==> config.mk <==
export PLATFORM = sky130hd
export DESIGN_NAME = inst_fetch
export DESIGN_NICKNAME = d
export VERILOG_FILES = /design/src/rtl/inst_fetch.sv
export SDC_FILE = /design/constraint.sdc
export NUM_CORES = 1
export LEC_CHECK = 0
export CAP_MARGIN = 25
export CORE_ASPECT_RATIO = 0.9
export CORE_MARGIN = 8
export CORE_UTILIZATION = 36
export DETAILED_ROUTE_END_ITERATION = 8
export GPL_ROUTABILITY_DRIVEN = 0
export PLACE_DENSITY_LB_ADDON = 0.12
export SKIP_CTS_REPAIR_TIMING = 1
export SLEW_MARGIN = 20
export SYNTH_ARGS = -nofsm -noshare
export SYNTH_HDL_FRONTEND = slang
export SYNTH_SLANG_ARGS = --single-unit
==> constraint.sdc <==
create_clock -name clk -period 4.3 [get_ports clk]
set_input_delay 0.645 -clock clk [delete_from_list [all_inputs] [get_ports clk]]
set_output_delay 0.645 -clock clk [all_outputs]
set_load 0.005 [all_outputs]
==> src/rtl/inst_fetch.sv <==
// ----------------------------------------------------------------------------
// inst_fetch
//
// Fetch stage that sits directly in front of instruction decode. It owns the
// program counter and issues one word request at a time to instruction memory
// over a req/ready handshake. It registers each returned instruction together
// with its PC for decode, and holds that register while decode stalls. Decode
// can redirect the PC. Any fetch that is still in flight when a redirect
// arrives is allowed to finish, and its data is dropped.
//
// Ports
//   clk          in   1   rising-edge clock
//   rst          in   1   asynchronous, active-high reset
//   stall        in   1   decode cannot accept; output register holds
//   branchEn     in   1   redirect request (ignored while stall=1)
//   branchTarget in  32   redirect PC (low two bits only flag misalign)
//   imem_req     out  1   fetch request valid; stays high until imem_ready
//   imem_addr    out 32   fetch word address; stable while a request waits
//   imem_ready   in   1   memory completes the request this cycle
//   imem_rdata   in  32   fetched instruction, valid with imem_ready
//   inst         out 32   instruction to decode (NOP_INST when invalid)
//   inst_pc      out 32   PC of inst
//   inst_valid   out  1   inst/inst_pc hold a real instruction
//   misalign     out  1   one-cycle pulse: accepted redirect target not
//                         word aligned
// ----------------------------------------------------------------------------
module inst_fetch #(
    parameter logic [31:0] RESET_PC = 32'h0000_0000,
    parameter logic [31:0] NOP_INST = 32'h0000_0013
) (
    input  logic        clk,
    input  logic        rst,
    input  logic        stall,
    input  logic        branchEn,
    input  logic [31:0] branchTarget,
    output logic        imem_req,
    output logic [31:0] imem_addr,
    input  logic        imem_ready,
    input  logic [31:0] imem_rdata,
    output logic [31:0] inst,
    output logic [31:0] inst_pc,
    output logic        inst_valid,
    output logic        misalign
);

    typedef enum logic [1:0] {
        IDLE = 2'd0,   // out of reset, nothing issued yet
        REQ  = 2'd1,   // request outstanding
        HOLD = 2'd2,   // no request; waiting for decode to accept
        KILL = 2'd3    // stale request outstanding; its data is discarded
    } state_t;

    state_t      state, state_nx;
    logic [31:0] pc, pc_nx;
    logic [31:0] req_addr, req_addr_nx;

    // One-entry park buffer. A memory response can land while decode stalls
    // on a valid instruction. The request cannot be withdrawn, so the data
    // waits here until the stall is released.
    logic        pend_valid;
    logic [31:0] pend_inst;
    logic [31:0] pend_pc;

    logic        slot_free;
    logic        redirect;
    logic [31:0] target;
    logic        resp;
    logic        capture;
    logic        park;
    logic        unpark;

    always_comb begin
        slot_free = !inst_valid || !stall;
        redirect  = branchEn && !stall;
        target    = {branchTarget[31:2], 2'b00};
        resp      = (state == REQ) && imem_ready;
        capture   = resp && !redirect && slot_free;
        park      = resp && !redirect && !slot_free;
        unpark    = (state == HOLD) && pend_valid && !stall;
    end

    assign imem_req  = (state == REQ) || (state == KILL);
    assign imem_addr = req_addr;

    // ------------------------------------------------------------------------
    // Next-state / PC logic
    // ------------------------------------------------------------------------
    always_comb begin
        // NOTE: every signal written here gets a default first. A path that
        // leaves one unassigned would infer a latch.
        state_nx    = state;
        pc_nx       = pc;
        req_addr_nx = req_addr;

        unique case (state)
            IDLE: begin
                if (redirect) begin
                    pc_nx       = target;
                    req_addr_nx = target;
                    state_nx    = REQ;
                end else if (slot_free) begin
                    req_addr_nx = pc;
                    state_nx    = REQ;
                end else begin
                    state_nx = HOLD;
                end
            end

            REQ: begin
                if (redirect) begin
                    pc_nx = target;
                    if (imem_ready) begin
                        // Response lands with the redirect: drop it and
                        // fetch the new target straight away.
                        req_addr_nx = target;
                        state_nx    = REQ;
                    end else begin
                        state_nx = KILL;
                    end
                end else if (imem_ready) begin
                    pc_nx = req_addr + 32'd4;
                    if (!stall) begin
                        req_addr_nx = req_addr + 32'd4;
                        state_nx    = REQ;
                    end else begin
                        state_nx = HOLD;
                    end
                end
            end

            HOLD: begin
                if (redirect) begin
                    pc_nx       = target;
                    req_addr_nx = target;
                    state_nx    = REQ;
                end else if (!stall) begin
                    req_addr_nx = pc;
                    state_nx    = REQ;
                end
            end

            KILL: begin
                // req_addr stays on the stale address until memory answers.
                if (redirect) begin
                    pc_nx = target;
                end
                if (imem_ready) begin
                    req_addr_nx = redirect ? target : pc;
                    state_nx    = REQ;
                end
            end

            default: state_nx = IDLE;
        endcase
    end

    // ------------------------------------------------------------------------
    // Control state
    // ------------------------------------------------------------------------
    // NOTE: sequential state is written with non-blocking assignments only,
    // so every register samples values from before the edge.
    always_ff @(posedge clk or posedge rst) begin
        if (rst) begin
            state    <= IDLE;
            pc       <= RESET_PC;
            req_addr <= RESET_PC;
        end else begin
            state    <= state_nx;
            pc       <= pc_nx;
            req_addr <= req_addr_nx;
        end
    end

    // ------------------------------------------------------------------------
    // Decode-facing output register and park-buffer valid flag
    // ------------------------------------------------------------------------
    always_ff @(posedge clk or posedge rst) begin
        if (rst) begin
            inst       <= NOP_INST;
            inst_pc    <= 32'h0000_0000;
            inst_valid <= 1'b0;
            misalign   <= 1'b0;
            pend_valid <= 1'b0;
        end else begin
            misalign <= redirect && (branchTarget[1:0] != 2'b00);

            if (redirect) begin
                inst       <= NOP_INST;
                inst_valid <= 1'b0;
                pend_valid <= 1'b0;
            end else if (capture) begin
                inst       <= imem_rdata;
                inst_pc    <= req_addr;
                inst_valid <= 1'b1;
            end else if (park) begin
                pend_valid <= 1'b1;
            end else if (unpark) begin
                inst       <= pend_inst;
                inst_pc    <= pend_pc;
                inst_valid <= 1'b1;
                pend_valid <= 1'b0;
            end else if (inst_valid && !stall) begin
                // Consumed with nothing new to show.
                inst       <= NOP_INST;
                inst_valid <= 1'b0;
            end
        end
    end

    // NOTE: the park payload has no reset. pend_valid qualifies it, so
    // leaving the data registers unreset is safe and keeps them plain flops.
    always_ff @(posedge clk) begin
        if (park) begin
            pend_inst <= imem_rdata;
            pend_pc   <= req_addr;
        end
    end

endmodule
# After elaboration in Yosys (flattened, before gate mapping)
# Index checks and enable logic that the tools add are counted.
# op_classes
add_sub_neg	1
n_eq_ne	12
mux	41
bitwise_logic	1
n_reduce_logical	26
# ops
op	n
$mux 32	20
$pmux 32 s4	1
$pmux 32 s2	1
$add 32x3->32 const B	1
$mux 2	9
$ne 3x3->1 const B	5
$logic_and 1x1->1	9
$mux 1	9
$ne 2x2->1 const B	4
$pmux 2 s4	1
$reduce_and 3->1	2
$reduce_and 5->1	1
$eq 2x2->1 const B	2
$logic_not 1->1	4
$reduce_and 2->1	2
$reduce_bool 2->1	2
$reduce_bool 4->1	1
$reduce_bool 3->1	1
$reduce_or 3->1	1
$eq 2x1->1 const B	1
$logic_not 2->1	1
$logic_or 1x1->1	2
$not 1->1	1
# word_totals
reg_bits	197
inputBits	69

# Logic depth before layout (Yosys ltp)
# Gate-level depths: netlist of run 1.
# depth
word_depth	8
depth_mapped	8
depth_no_buf	6

# Worst setup path before layout of run 1
# OpenSTA, ideal clock, no wires.
# synth_path
path_kind	input to register
startpoint	input port imem_ready
endpoint	register pend_inst[0] (enable)
arrival_time_ns	4.025
setup_slack_ns	-0.212
path_stages	4
path_cell_list	clkbuf_1 > nand3b_1 > clkbuf_1 > nor2_1
# synth_via
elab_chain_len	3
# synth_rtl
item	line	source
start: declaration	38	input logic imem_ready,
$logic_and 1x1->1	76	resp = (state == REQ) && imem_ready;
$logic_and 1x1->1 (2 in a row)	78	park = resp && !redirect && !slot_free;
net park	69	logic park;
end signal: assignment	214	pend_inst <= imem_rdata;
end: declaration	61	logic [31:0] pend_inst;
# The timed path passes the listed nets, and every way through them passes these cells.
# A chain may end at the register's enable or synchronous reset.

# Worst setup path after layout of run 1
# layout_path
startpoint	input port imem_ready
endpoint	register inst[25]
# layout_via
elab_chain_len	5
elab_cells_between_ends	9
# layout_rtl
item	line	source
$logic_and 1x1->1 (*)	76	
$logic_and 1x1->1 (*)	77, 78	
$logic_and 1x1->1 (on tied branches)	77, 78	
$ne 3x3->1 (no source line) (tied with other cells)	-	
$reduce_and 2->1 (no source line) or $mux 32 (tied branches)	-	
end signal: assignment	192	inst <= imem_rdata;
end signal: assignment	198	inst <= pend_inst;
end: declaration	40	output logic [31:0] inst,
# Every way passes the cells marked *; elsewhere a longest branch is shown, timed or not.

==> results of run 1 <==
## area by class of cell
type                            count  area, µm²
Fill cell                        2237      12600
Sequential cell                   197       5250
Multi-Input combinational cell    537       3090
Timing Repair Buffer              186       1840
Clock buffer                       17        425
Tap cell                          308        385
Clock inverter                     15        204
Inverter                           42        163
## worst max-delay path: cells and delay by family
family | cells | cell delay, ps
AND/OR/NAND/NOR | 1 | 590
AO/OA/AOI/OAI | 2 | 1120
buffers and inverters | 2 | 830
## per-layer routing
layer	global-route usage	part of all wire	up-vias
li1	-	-	3336
met1	0.248	0.48	3449
met2	0.267	0.45	231
met3	0.0400	0.064	17
met4	0.0405	0.0072	0
met5	0	0	-
## power groups by stage
stage	Combinational (mW)	Clock [mW]	Sequential, mW
finish	2.16	1.71	3.08
global route	2.41	1.82	3.18
CTS	2.20	1.75	3.09
detailed placement	2.19	0	3.13
global placement	2.17	0	3.13
floorplan	1.11	0	2.93
## cells in the final DEF, fill, tap and decap left out, types with 7 or more instances in the layout
cell / count
a21o_1: 7
a21oi_1: 48
a222oi_1: 29
a31oi_1: 50
buf_4: 17
clkbuf_16: 17
clkdlybuf4s50_1: 167
dfrtp_1: 130
edfxtp_1: 64
inv_1: 41
nand2_1: 116
nand3_1: 11
nand4_1: 14
nor2_1: 88
nor3_1: 11
o21ai_0: 47
or3_1: 7
xnor2_1: 7
xor2_1: 7
## per-stage QoR
stage,hold slack (ps),instances,power [mW],worst slack (ps),util
2_1_floorplan,436,839,4.04,106,-
4_1_cts,463,1302,7.04,1400,0.474
3_5_place_dp,446,1270,5.32,927,0.447
5_1_grt,482,1302,7.41,1230,0.474
3_3_place_gp,438,1270,5.30,997,0.447
6_report,462,1302,6.96,1420,0.474
## cell families after synthesis
logic type,count (synthesis),share of synthesized area
DFF,197,0.604
and+or+nand+nor,280,0.144
xor gates and xnor gates,14,0.0141
AOI/OAI and AO/OA,234,0.180
buffers and inverters,105,0.0462
adders and majority gates,1,0.00144
muxes,8,0.00993
## synth_stat cells (4+ instances only)
master and instances:
a31oi_1 50, nand2_1 116, nand4_1 14, edfxtp_1 64
o21ai_0 47, a21oi_1 49, clkbuf_1 56, or3_1 7
dfrtp_1 130, nand2b_1 5, nand3_1 12, nor3_1 11
o21a_1 4, a222oi_1 29, inv_1 42, buf_2 6
a22oi_1 5, a21o_1 7, xor2_1 7, o22a_1 6
nor4_1 6, nor2_1 90, o31ai_1 4, o22ai_1 7
mux2_2 5, and3_1 4, xnor2_1 7
## sequential cells by signal (all words and copies together), names as in the netlist
| name | cells |
|---|---|
| pend_valid | 1 |
| inst_pc | 32 |
| state | 2 |
| pend_pc | 32 |
| inst_valid | 1 |
| pc | 32 |
| pend_inst | 32 |
| imem_addr | 32 |
| misalign | 1 |
| inst | 32 |
## how the worst max path moves through the flow
stage | to | depth (start not counted) | startpoint
2_1_floorplan | imem_addr[0] | 1 | rst
4_1_cts | inst[25] | 5 | imem_ready
3_5_place_dp | inst[30] | 5 | imem_ready
3_3_place_gp | inst[22] | 5 | imem_ready
6_report | inst[25] | 5 | imem_ready
5_1_grt | pc[16] | 7 | stall
==> reports/qor.yml, run 1 <==
cp_max_fo: 32
syn_area_um2: 8690
status: "completed"
p_int_mw: 4.57
crit_type: "primary input to register"
synth.largest_area_cell: "dfrtp_1"
dpl_cell_area_um2: 10700
synth_cell_types: 53
power.density_nw_per_um2: 613
clkPwrFrac: 0.246
ys_top_cells_by_area: "dfrtp_1 (37%), edfxtp_1 (22%), nand2_1 (5.0%), nor2_1 (3.9%), a31oi_1 (3.6%)"
hpwl_um: 16900
yosysSeqAreaShare: 0.604
setup_violations: 0
grt_max_degree: 83
clock_latency_ps: 440
drv_slew: 0
dr.pass1.iters: 8
design.die.area_um2: 29400
track_usage: 0.174
synth_ff_type: "dfrtp_1"
setup.worst_path.end_class: "register"
synthArstFlopShare: 0.675
yosys_warnings: 0
reg2reg_slack_ps: 1500
grt_pass1_wl_um: 40600
switching_share: 0.343
cts_num_sinks: 197
synth_cells: 839
rr_endpoint: "imem_addr[14]"
power_frac_comb: 0.311
finalInstanceArea_um2: 11400
grt_pass1_vias: 6857
vias_per_cell: 5.40
start_util: 0.362
final.setup.tns_ps: 0
slowest_delay_ps: 750
timing_hold_violations_final: 0
n_antenna_cell: 0
avgSynthCellArea_um2: 10.4
hold_path.class: "register to register"
min_period_ps: 2880
path_clk_slew_ps: 80
syn2layout_area_growth_pct: 30.7
hold_path.startpoint: "pend_inst[29]"
critPathLaunchType: "primary input"
leakagePower_nw: 4.58
clk_path_buf_depth: 2
synth-edff-count: 64
core_um2: 24000
drtIter0Drc: 694
rsz0062_at_grt: "false"
max_slew_margin: 0.430
seqPwrFrac: 0.443
die_height_um: 163
ios: 168
cts_tree: "built"
ys_seq_elements: 197
synth_top_area_frac: 0.374
nets: 1051
cts_root_buffer: "clkbuf_16"
portBuffers: 167
synth_fp_nets: 909
cp.arrival_ps: 3210
detail_route.wl_per_cell_um: 19.5
worst_pin_slew_ps: 853
drc: 0
hold_path_end: "inst[29]"
cap_viol_max_count: 0
path_cells: "clkdlybuf4s50_1 -> nand3b_1 -> o221a_2 -> a222oi_1 -> inv_1"
peakVddDrop_uv: 238
drive_above_1_share: 0.0734
timing.fmax_ghz: 0.347
fin_worst_skew_ps: 11.8
cts_max_level: 4
num_vias: 7033
switchingPower_mw: 2.39
critPathSlowestCell: "clkdlybuf4s50_1"
ant_nets: 0
cts_buffers: 17
antenna_found_initial: 0
gr-total-overflow: 0
worstPathRequired_ps: 4620
r2r_start: "imem_addr[2]"
finalCritPeriodShare: 0.671
ff2ff_path_depth: 6
die_x_um: 180
hold_depth: 2
wirelength_um: 25400
rows: 54
No activity file was read; power rests on OpenSTA's default activity.
==> run 2, diff against run 1 <==
clock period = 2.83 ns   (was 4.3 ns; I/O delays follow)
==> reports/qor.yml, run 2 (synthesis gave the netlist of run 1 again) <==
status: "completed"
syn2layout_area_growth_pct: 32.8
finalInstanceArea_um2: 11500
final_common_cell: "clkdlybuf4s50_1"
ios: 168
dp.cells: 1297
path_clk_slew_ps: 80
drc: 0
hold_path.class: "register to register"
hold_path.startpoint: "inst[0]"
min_period_ps: 2250
worst_pin_slew_ps: 819
wirelength_um: 25600
cap_viol_max_count: 0
detail_route.wl_per_cell_um: 19.3
die_height_um: 163
n_antenna_cell: 0
final.setup.tns_ps: 0
post-place-ws_ps: 229
ff_latch_area_um2: 5250
start_util: 0.362
gr-total-overflow: 0
rows: 54
drv_slew: 0
multiInputGateArea_um2: 3080
rsz0062_at_grt: "false"
setup_ws_ps: 581
fin_worst_skew_ps: 8.73
critPathLaunchType: "register"
grt_max_degree: 86
antenna_found_initial: 0
finalCritPeriodShare: 0.795
portBuffers: 167
hpwl_um: 17000
reg2reg_slack_ps: 580
ant_nets: 0
leakagePower_nw: 4.67
post-route-util: 0.481
vias_per_cell: 5.29
crit_start: "imem_addr[6]"
max_slew_margin: 0.452
power.density_nw_per_um2: 914
cp_max_fo: 8
grt_pass1_wl_um: 40400
grt_pass1_vias: 6886
worstPathRequired_ps: 3140
die_x_um: 180
cts_tree: "built"
drive_above_1_share: 0.0970
core_um2: 24000
timing.fmax_ghz: 0.445
track_usage: 0.174
r2r_start: "imem_addr[6]"
final_cell_mix: "clkdlybuf4s50_1 (167), dfrtp_1 (130), nand2_1 (116)"
layout.cells.non_filler: 1329
whs_ps: 462
fill_cells: 2226
dpl_cell_area_um2: 11000
setup_violations: 0
fin_total_pwr_mw: 10.6
nets: 1078
design.die.area_um2: 29400
cp.arrival_ps: 2560
setup.worst_path.end_class: "register"
cts_root_buffer: "clkbuf_16"
drtIter0Drc: 661
timing_hold_violations_final: 0
cts_max_level: 4
clk_path_buf_depth: 2
dr.pass1.iters: 5
num_vias: 7032
peakVddDrop_uv: 417
cts_num_sinks: 197
crit_type: "register to register"
cts_buffers: 17
clock_latency_ps: 440
[run 2: cell types whose count changed in the layout (fill, tap and decap cells not counted), sizes merged]
cell,previous run,this run
buf,19,46
inv,51,47
bufinv,2,0
clkinvlp,0,5
clkinv,4,5
[run 2: worst paths after layout]
check | to | cells past startpoint
worst max-delay path | imem_addr[21] | 5
worst min register to register | inst[0] | 2
worst min-delay path | inst[0] | 2
max in group asynchronous | inst_pc[7] | 3
min in group asynchronous | misalign | 3
worst max register to register | imem_addr[21] | 5
[run 2: where the power goes]
part	leakage, nW	total, mW	switching [mW]	internal [mW]
clock	0.269	2.38	1.21	1.17
sequential	2.15	4.46	0.681	3.78
combinational	2.26	3.71	1.73	1.97
[run 2: layer usage]
layer	part of all wire	GRT usage	wire length, µm	vias up
met2	0.45	0.270	11500	196
li1	-	-	-	3396
met3	0.052	0.0414	1330	13
met1	0.49	0.245	12600	3427
met4	0.0069	0.0352	176	0
met5	0	0	0	-
[run 2: area by class of cell]
class                   instances  share of cell area
well taps                     308              0.0334
clock inverters                15              0.0127
clock buffers                  17              0.0368
repair buffers                213               0.181
inverters                      42              0.0140
flip-flops and latches        197               0.455
multi-input cells             537               0.267
[run 2: critical path: stages, from the launching register on]
cell     delay (ps)
dfrtp_1         530
nand4_1         280
or4_1           710
o21a_1          240
o21ai_0         240
a31oi_1         130
